### config.mk
export PLATFORM = sky130hd
export DESIGN_NAME = control_fsm_mc
export DESIGN_NICKNAME = d
export VERILOG_FILES = /design/src/rtl/mips_ctrl_pkg.sv /design/src/rtl/cycle_counter.sv /design/src/rtl/control_fsm_mc.sv
export SDC_FILE = /design/constraint.sdc
export NUM_CORES = 1
export LEC_CHECK = 0
export BUFFER_PORTS_ARGS = -buffer_cell sky130_fd_sc_hd__buf_4
export CAP_MARGIN = 20
export CORE_MARGIN = 2
export CORE_UTILIZATION = 46
export CTS_CLUSTER_SIZE = 24
export DETAILED_ROUTE_END_ITERATION = 12
export PLACE_DENSITY = 0.77
export SKIP_CTS_REPAIR_TIMING = 1
export SLEW_MARGIN = 10
export SYNTH_ARGS = -nofsm -noshare
export SYNTH_HDL_FRONTEND = slang
export SYNTH_SLANG_ARGS = --single-unit
### constraint.sdc
create_clock -name clk -period 1.9 [get_ports clk]
set_input_delay 0.285 -clock clk [delete_from_list [all_inputs] [get_ports clk]]
set_output_delay 0.285 -clock clk [all_outputs]
set_load 0.01 [all_outputs]
### src/rtl/mips_ctrl_pkg.sv
// Shared encodings for the multicycle MIPS control FSM: opcodes, functs, states and
// datapath select codes.
package mips_ctrl_pkg;

    localparam logic [5:0] OpRtype = 6'h00;
    localparam logic [5:0] OpJ     = 6'h02;
    localparam logic [5:0] OpJal   = 6'h03;
    localparam logic [5:0] OpBeq   = 6'h04;
    localparam logic [5:0] OpBne   = 6'h05;
    localparam logic [5:0] OpAddi  = 6'h08;
    localparam logic [5:0] OpAddiu = 6'h09;
    localparam logic [5:0] OpLw    = 6'h23;
    localparam logic [5:0] OpSw    = 6'h2B;

    localparam logic [5:0] FnJr   = 6'h08;
    localparam logic [5:0] FnMult = 6'h18;
    localparam logic [5:0] FnDiv  = 6'h1A;
    localparam logic [5:0] FnAdd  = 6'h20;
    localparam logic [5:0] FnSub  = 6'h22;
    localparam logic [5:0] FnAnd  = 6'h24;

    typedef enum logic [4:0] {
        StRst = 5'd0, StFetch, StFetchWr, StDecode, StExecR, StExecI, StWb,
        StMemAddr, StMemRd, StMemWb, StMemWr, StBranch, StJump, StJr,
        StMult, StDiv, StExc, StExcVec
    } state_e;

    localparam logic [2:0] AluAdd = 3'b000;
    localparam logic [2:0] AluSub = 3'b001;
    localparam logic [2:0] AluAnd = 3'b010;

    localparam logic [2:0] PcSrcAlu    = 3'b000;
    localparam logic [2:0] PcSrcAluOut = 3'b001;
    localparam logic [2:0] PcSrcJump   = 3'b010;
    localparam logic [2:0] PcSrcReg    = 3'b011;
    localparam logic [2:0] PcSrcVec    = 3'b100;

    localparam logic [2:0] IordPc     = 3'b000;
    localparam logic [2:0] IordAluOut = 3'b001;

    localparam logic [2:0] RegDstRt = 3'b000;
    localparam logic [2:0] RegDstRd = 3'b001;
    localparam logic [2:0] RegDstRa = 3'b010;

    localparam logic [2:0] MemToRegAlu = 3'b000;
    localparam logic [2:0] MemToRegMem = 3'b001;
    localparam logic [2:0] MemToRegPc  = 3'b010;

    typedef enum logic [1:0] {
        ExcIllegal  = 2'b00,
        ExcOverflow = 2'b01,
        ExcDivZero  = 2'b10
    } exc_cause_e;

    // addiu and unsigned forms never trap on overflow.
    function automatic logic ovf_trap(input logic [5:0] op, input logic [5:0] funct);
        return (op == OpAddi) || (op == OpRtype && (funct == FnAdd || funct == FnSub));
    endfunction

endpackage

### src/rtl/cycle_counter.sv
// 6-bit load/decrement counter; done_o is high while the count is zero.
module cycle_counter (
    input  logic       clk_i,
    input  logic       rst_ni,
    input  logic       load_i,
    input  logic [5:0] load_val_i,
    input  logic       dec_i,
    output logic       done_o
);

    logic [5:0] count_d, count_q;

    always_comb begin
        count_d = count_q;
        if (load_i) begin
            count_d = load_val_i;
        end else if (dec_i && count_q != 6'd0) begin
            count_d = count_q - 6'd1;
        end
    end

    always_ff @(posedge clk_i or negedge rst_ni) begin
        if (!rst_ni) begin
            count_q <= 6'd0;
        end else begin
            count_q <= count_d;
        end
    end

    assign done_o = (count_q == 6'd0);

endmodule

### src/rtl/control_fsm_mc.sv
// Multicycle MIPS control FSM with memory wait states, MULT/DIV stalls and a precise
// exception path (illegal opcode, overflow, divide-by-zero).
module control_fsm_mc
    import mips_ctrl_pkg::*;
#(
    parameter int unsigned MEM_WAIT    = 1,
    parameter int unsigned MULT_CYCLES = 32,
    parameter int unsigned DIV_CYCLES  = 32,
    parameter bit          EXC_ENABLE  = 1'b1
) (
    input  logic       clk,
    input  logic       reset,
    input  logic [5:0] op,
    input  logic [5:0] funct,
    input  logic       zero,
    input  logic       overflow,
    input  logic       div_zero,
    output logic       RegWrite,
    output logic       IrWrite,
    output logic       PcWrite,
    output logic       PcWriteCond,
    output logic       MemRead,
    output logic       MemWrite,
    output logic       EpcWrite,
    output logic       AluOutWrite,
    output logic       MultControl,
    output logic       DivControl,
    output logic [1:0] AluSrcA,
    output logic [1:0] AluSrcB,
    output logic [2:0] AluOp,
    output logic [2:0] PcSource,
    output logic [2:0] Iord,
    output logic [2:0] RegDst,
    output logic [2:0] MemToReg,
    output logic [1:0] ExcCause,
    output logic [4:0] state_o
);

    state_e     state_d, state_q;
    logic [1:0] cause_d, cause_q;
    exc_cause_e exc_next;
    logic       cnt_load, cnt_done;
    logic [5:0] cnt_val;
    logic       is_rtype;

    // Branch polarity is resolved in the datapath: PC enable = PcWrite | (PcWriteCond & taken).
    logic unused_zero;
    assign unused_zero = zero;

    assign is_rtype = (op == OpRtype);

    always_comb begin
        state_d  = state_q;
        cause_d  = cause_q;
        exc_next = ExcIllegal;
        case (state_q)
            StRst:     state_d = StFetch;
            StFetch:   if (cnt_done) state_d = StFetchWr;
            StFetchWr: state_d = StDecode;
            StDecode: begin
                case (op)
                    OpRtype: begin
                        case (funct)
                            FnAdd, FnSub, FnAnd: state_d = StExecR;
                            FnMult:              state_d = StMult;
                            FnJr:                state_d = StJr;
                            FnDiv: begin
                                if (div_zero && EXC_ENABLE) begin
                                    state_d  = StExc;
                                    exc_next = ExcDivZero;
                                end else begin
                                    state_d = StDiv;
                                end
                            end
                            default: state_d = EXC_ENABLE ? StExc : StFetch;
                        endcase
                    end
                    OpAddi, OpAddiu: state_d = StExecI;
                    OpLw, OpSw:      state_d = StMemAddr;
                    OpBeq, OpBne:    state_d = StBranch;
                    OpJ, OpJal:      state_d = StJump;
                    default:         state_d = EXC_ENABLE ? StExc : StFetch;
                endcase
            end
            StExecR, StExecI: begin
                if (EXC_ENABLE && overflow && ovf_trap(op, funct)) begin
                    state_d  = StExc;
                    exc_next = ExcOverflow;
                end else begin
                    state_d = StWb;
                end
            end
            StWb:      state_d = StFetch;
            StMemAddr: state_d = (op == OpSw) ? StMemWr : StMemRd;
            StMemRd:   if (cnt_done) state_d = StMemWb;
            StMemWb:   state_d = StFetch;
            StMemWr:   state_d = StFetch;
            StBranch:  state_d = StFetch;
            StJump:    state_d = StFetch;
            StJr:      state_d = StFetch;
            StMult:    if (cnt_done) state_d = StFetch;
            StDiv:     if (cnt_done) state_d = StFetch;
            StExc:     state_d = StExcVec;
            StExcVec:  state_d = StFetch;
            default:   state_d = StRst;
        endcase
        if (state_d == StExc && state_q != StExc) begin
            cause_d = exc_next;
        end
    end

    // Counter reloads on every state change, so a stalling state lasts load value + 1 cycles.
    assign cnt_load = (state_d != state_q);

    always_comb begin
        case (state_d)
            StFetch, StMemRd: cnt_val = 6'(MEM_WAIT);
            StMult:           cnt_val = 6'(MULT_CYCLES - 1);
            StDiv:            cnt_val = 6'(DIV_CYCLES - 1);
            default:          cnt_val = 6'd0;
        endcase
    end

    cycle_counter u_cycle_counter (
        .clk_i      (clk),
        .rst_ni     (reset),
        .load_i     (cnt_load),
        .load_val_i (cnt_val),
        .dec_i      (!cnt_load),
        .done_o     (cnt_done)
    );

    always_ff @(posedge clk or negedge reset) begin
        if (!reset) begin
            state_q <= StRst;
            cause_q <= 2'b00;
        end else begin
            state_q <= state_d;
            cause_q <= cause_d;
        end
    end

    always_comb begin
        RegWrite    = 1'b0;
        IrWrite     = 1'b0;
        PcWrite     = 1'b0;
        PcWriteCond = 1'b0;
        MemRead     = 1'b0;
        MemWrite    = 1'b0;
        EpcWrite    = 1'b0;
        AluOutWrite = 1'b0;
        MultControl = 1'b0;
        DivControl  = 1'b0;
        AluSrcA     = 2'b00;
        AluSrcB     = 2'b00;
        AluOp       = AluAdd;
        PcSource    = PcSrcAlu;
        Iord        = IordPc;
        RegDst      = RegDstRt;
        MemToReg    = MemToRegAlu;
        case (state_q)
            StFetch: MemRead = 1'b1;
            StFetchWr: begin
                IrWrite = 1'b1;
                PcWrite = 1'b1;
                AluSrcB = 2'b01;
            end
            StDecode: begin
                AluOutWrite = 1'b1;
                AluSrcB     = 2'b11;
            end
            StExecR: begin
                AluSrcA     = 2'b01;
                AluOutWrite = 1'b1;
                case (funct)
                    FnSub:   AluOp = AluSub;
                    FnAnd:   AluOp = AluAnd;
                    default: AluOp = AluAdd;
                endcase
            end
            StExecI: begin
                AluSrcA     = 2'b01;
                AluSrcB     = 2'b10;
                AluOutWrite = 1'b1;
            end
            StWb: begin
                RegWrite = 1'b1;
                RegDst   = is_rtype ? RegDstRd : RegDstRt;
            end
            StMemAddr: begin
                AluOutWrite = 1'b1;
                AluSrcA     = 2'b01;
                AluSrcB     = 2'b10;
            end
            StMemRd: begin
                MemRead = 1'b1;
                Iord    = IordAluOut;
            end
            StMemWb: begin
                RegWrite = 1'b1;
                MemToReg = MemToRegMem;
            end
            StMemWr: begin
                MemWrite = 1'b1;
                Iord     = IordAluOut;
            end
            StBranch: begin
                AluSrcA     = 2'b01;
                AluOp       = AluSub;
                PcWriteCond = 1'b1;
                PcSource    = PcSrcAluOut;
            end
            StJump: begin
                PcWrite  = 1'b1;
                PcSource = PcSrcJump;
                if (op == OpJal) begin
                    RegWrite = 1'b1;
                    RegDst   = RegDstRa;
                    MemToReg = MemToRegPc;
                end
            end
            StJr: begin
                PcWrite  = 1'b1;
                PcSource = PcSrcReg;
            end
            StMult: MultControl = 1'b1;
            StDiv:  DivControl  = 1'b1;
            StExc: begin
                EpcWrite = 1'b1;
                AluSrcB  = 2'b01;
                AluOp    = AluSub;
            end
            StExcVec: begin
                PcWrite  = 1'b1;
                PcSource = PcSrcVec;
            end
            default: ;
        endcase
    end

    assign ExcCause = cause_q;
    assign state_o  = state_q;

endmodule

==> summary.txt <==
Status - finished, violations left
Failing checks - negative setup slack
Pwr dens - 895 nW/um^2
DR vias - 1978
Post-Synth XOR/XNOR Area - 5.02%
Distinct cells, synth - 61
Num CTS Buffers - 3
Simple-Gate Fraction of Synth Area - 36.5%
Vias in the first global route - 1752
Worst skew pair latency - 0.27 ns
Non-filler cells, final - 354
# fillers - 209
# clock sinks - 13
Die Ht - 62.5 um
H-tree Lvls - 1
Commonest non-fill, non-tap cells in the layout - buf_4 (104), nor2_1 (22), nand2_1 (16)
RSZ-0062 raised after global routing - yes
Register-to-register setup slack - -0.19 ns
Post-synth ARST share - 100%
Pre-antenna DRT Iters - 4
CP Class - reg -> reg
Period utilisation layout - 110%
Largest family of logic cells by synthesized area - simple AND/OR/NAND/NOR gates
Most common cell after layout, fill and taps aside - buf_4
Critical path capture point type - flop
Final worst slack - -0.189 ns
Top cells by area, synth - dfrtp_1 (21%), nor2_1 (6.7%), nand2_1 (4.5%), nor3_1 (3.8%), a21oi_1 (3.5%)
Post-synth EDFFs - 0
DRC violations left - 0
Setup violators final - 11
Area after DPL - 2240 um^2
R2R cell count - 8
Multi-input gate area - 1310 um^2
Diodes inserted - 0
Post-synthesis mux area share - 0%
Yosys warning count - 0
Gpl congestion - 0.940
Mapped Cells - 206
Largest net degree at the start of global routing - 14
Total Routed Length - 5680 um
Synthesized-area fraction occupied by ao, oa, aoi and oai cells - 26.0%
CP max FO - 4
DRT iter0 DRCs - 178
Dominant cell type by area after synthesis - dfrtp_1
Root Driver - clkbuf_4
Post-DR wirelength/cell - 16.0 um
Die area - 3900 um^2
Synth Flop Type - dfrtp_1
Leak pwr - 1.26 nW
Longest Clk Path Bufs - 2
Initial antenna violation count - 0
Max Cap Violations - 0
Synth-to-layout area growth - 68.3%
Post-synthesis adder-cell area fraction - 1.59%
Top-area cell type share of the netlist area - 20.7%
Seq/Total Area, Yosys - 20.7%
Total Nets Final - 328
CTS tree - done
FF+latch area - 332 um^2
CTS clk-pin slew, worst paths - 0.08 ns
Setup WS pre-CTS - -0.173 ns
Final Critical Period - 2.09 ns
Antenna-violating nets left - 0
Share of layout cells above drive strength 1 - 57.8%
Worst EP required - 2.06 ns
Fmax - 479 MHz
Post-layout instance area - 2650 um^2
HPWL after DPL - 3710 um
Total GRT Usage - 23.1%
Reg2reg end - u_cycle_counter.count_q[0]$_DFFE_PN0P_
Syn Area/Cell - 7.63 um^2
IO Pins - 53
First-pass GRT wire length - 7510 um
Vias/cell - 5.59
Hold crit path type - in -> async
Hold Fails Final Rpt - 0
Critical Path AT - 2.25 ns
Num rows - 21
Synthesized area - 1570 um^2
Core ar. - 3310 um^2
Starting Density - 47.5%
Placed insts - 330
R2R Path Start - u_cycle_counter.count_q[4]$_DFFE_PN0P_
CP startpoint kind - flop
Total power draw - 0.00237 W
Die X-Extent - 62.5 um
Overflow after GRT - 0
Fin Clk Skew - 0.00108 ns
Yosys reg bits - 13
Port bufs - 45
Final slew viol count - 0
Worst VDD drop - 0.000646 V
## worst max-delay path, cell delays in order (launching register included)
cell and delay (ns):
dfrtp_1 0.42, nor4_4 0.27, buf_4 0.18, a21oi_2 0.08, a32o_1 0.23, a211oi_2 0.31, a221oi_2 0.17, buf_4 0.17
o22a_1 0.16
## per-stage QoR
stage | setup TNS, ns | hold slack, ns | utilization (%)
finish | -0.881 | 0.388 | 79.9
global route | -2.06 | 0.406 | 79.9
CTS | -1.65 | -0.157 | 68.5
detailed placement | -0.716 | 0.136 | 67.7
global placement | -0.285 | 0.135 | 67.7
floorplan | -0.0501 | -0.0106 | -
## cell type report
class / count / share of cell area (%)
clock buffer: 4 / 0.993
sequential: 13 / 12.5
multi-input combinational: 169 / 49.3
inverter: 9 / 1.32
timing repair buffer: 113 / 33.6
tap: 46 / 2.18
## cells by family (layout without fill, tap and decap cells)
family / Yosys count / after routing
compound gates: 51 / 51
xor+xnor: 9 / 9
fa+ha+maj: 2 / 2
buf+inv: 29 / 126
flops: 13 / 13
other cells: 1 / 6
simple gates: 101 / 101
## sequential cells by signal, summed over array words and instances (netlist names)
register and count:
ExcCause 2, state_o 5, u_cycle_counter.count_q 6
## where the power goes
group          total, W  internal [W]  switching [W]
Combinational   0.00175      0.000919       0.000835
Sequential     0.000445      0.000359      0.0000867
Clock          0.000167     0.0000812      0.0000854
Total           0.00237       0.00136        0.00101
## cell usage after synthesis (2+ instances only)
| cell type | number |
|---|---|
| nand3b_1 | 2 |
| o22ai_1 | 3 |
| dfrtp_1 | 13 |
| a31o_2 | 2 |
| nor3_2 | 2 |
| nor3_1 | 12 |
| buf_4 | 7 |
| nand2_1 | 19 |
| o2111ai_1 | 3 |
| or2_2 | 3 |
| o22a_1 | 2 |
| a21o_1 | 2 |
| ha_1 | 2 |
| o21ai_1 | 2 |
| nor2b_1 | 8 |
| nand2b_1 | 2 |
| o21ai_0 | 6 |
| inv_1 | 8 |
| a2111oi_2 | 3 |
| xor2_1 | 6 |
| and3_1 | 4 |
| buf_2 | 10 |
| xnor2_1 | 3 |
| and4_1 | 2 |
| nor3b_1 | 2 |
| a21oi_1 | 11 |
| nand3_1 | 4 |
| a32o_1 | 2 |
| nor2_1 | 28 |
| nor4b_2 | 2 |
## routing by layer
metal	vias up	wire (um)	GRT usage, %	part of all wire [%]
met3	24	411	4.68	7.2
met1	917	2150	27.4	38
met2	102	2910	42.3	51
li1	935	-	-	-
met5	-	0	0	0
met4	0	205	6.11	3.6
## worst max-delay path by stage
| stage | from | to | slack, ns | depth (start not counted) |
|---|---|---|---|---|
| 5_1_grt | u_cycle_counter.count_q[4]$_DFFE_PN0P_ | u_cycle_counter.count_q[0]$_DFFE_PN0P_ | -0.26 | 8 |
| 4_1_cts | state_o[0]$_DFF_PN0_ | AluOp[0] | -0.19 | 5 |
| 2_1_floorplan | state_o[2]$_DFF_PN0_ | u_cycle_counter.count_q[0]$_DFFE_PN0P_ | -0.03 | 8 |
| 3_3_place_gp | funct[0] | u_cycle_counter.count_q[0]$_DFFE_PN0P_ | -0.09 | 8 |
| 3_5_place_dp | u_cycle_counter.count_q[3]$_DFFE_PN0P_ | u_cycle_counter.count_q[0]$_DFFE_PN0P_ | -0.17 | 7 |
| 6_report | u_cycle_counter.count_q[4]$_DFFE_PN0P_ | u_cycle_counter.count_q[0]$_DFFE_PN0P_ | -0.19 | 8 |
Power figures use the tool's default switching activity.
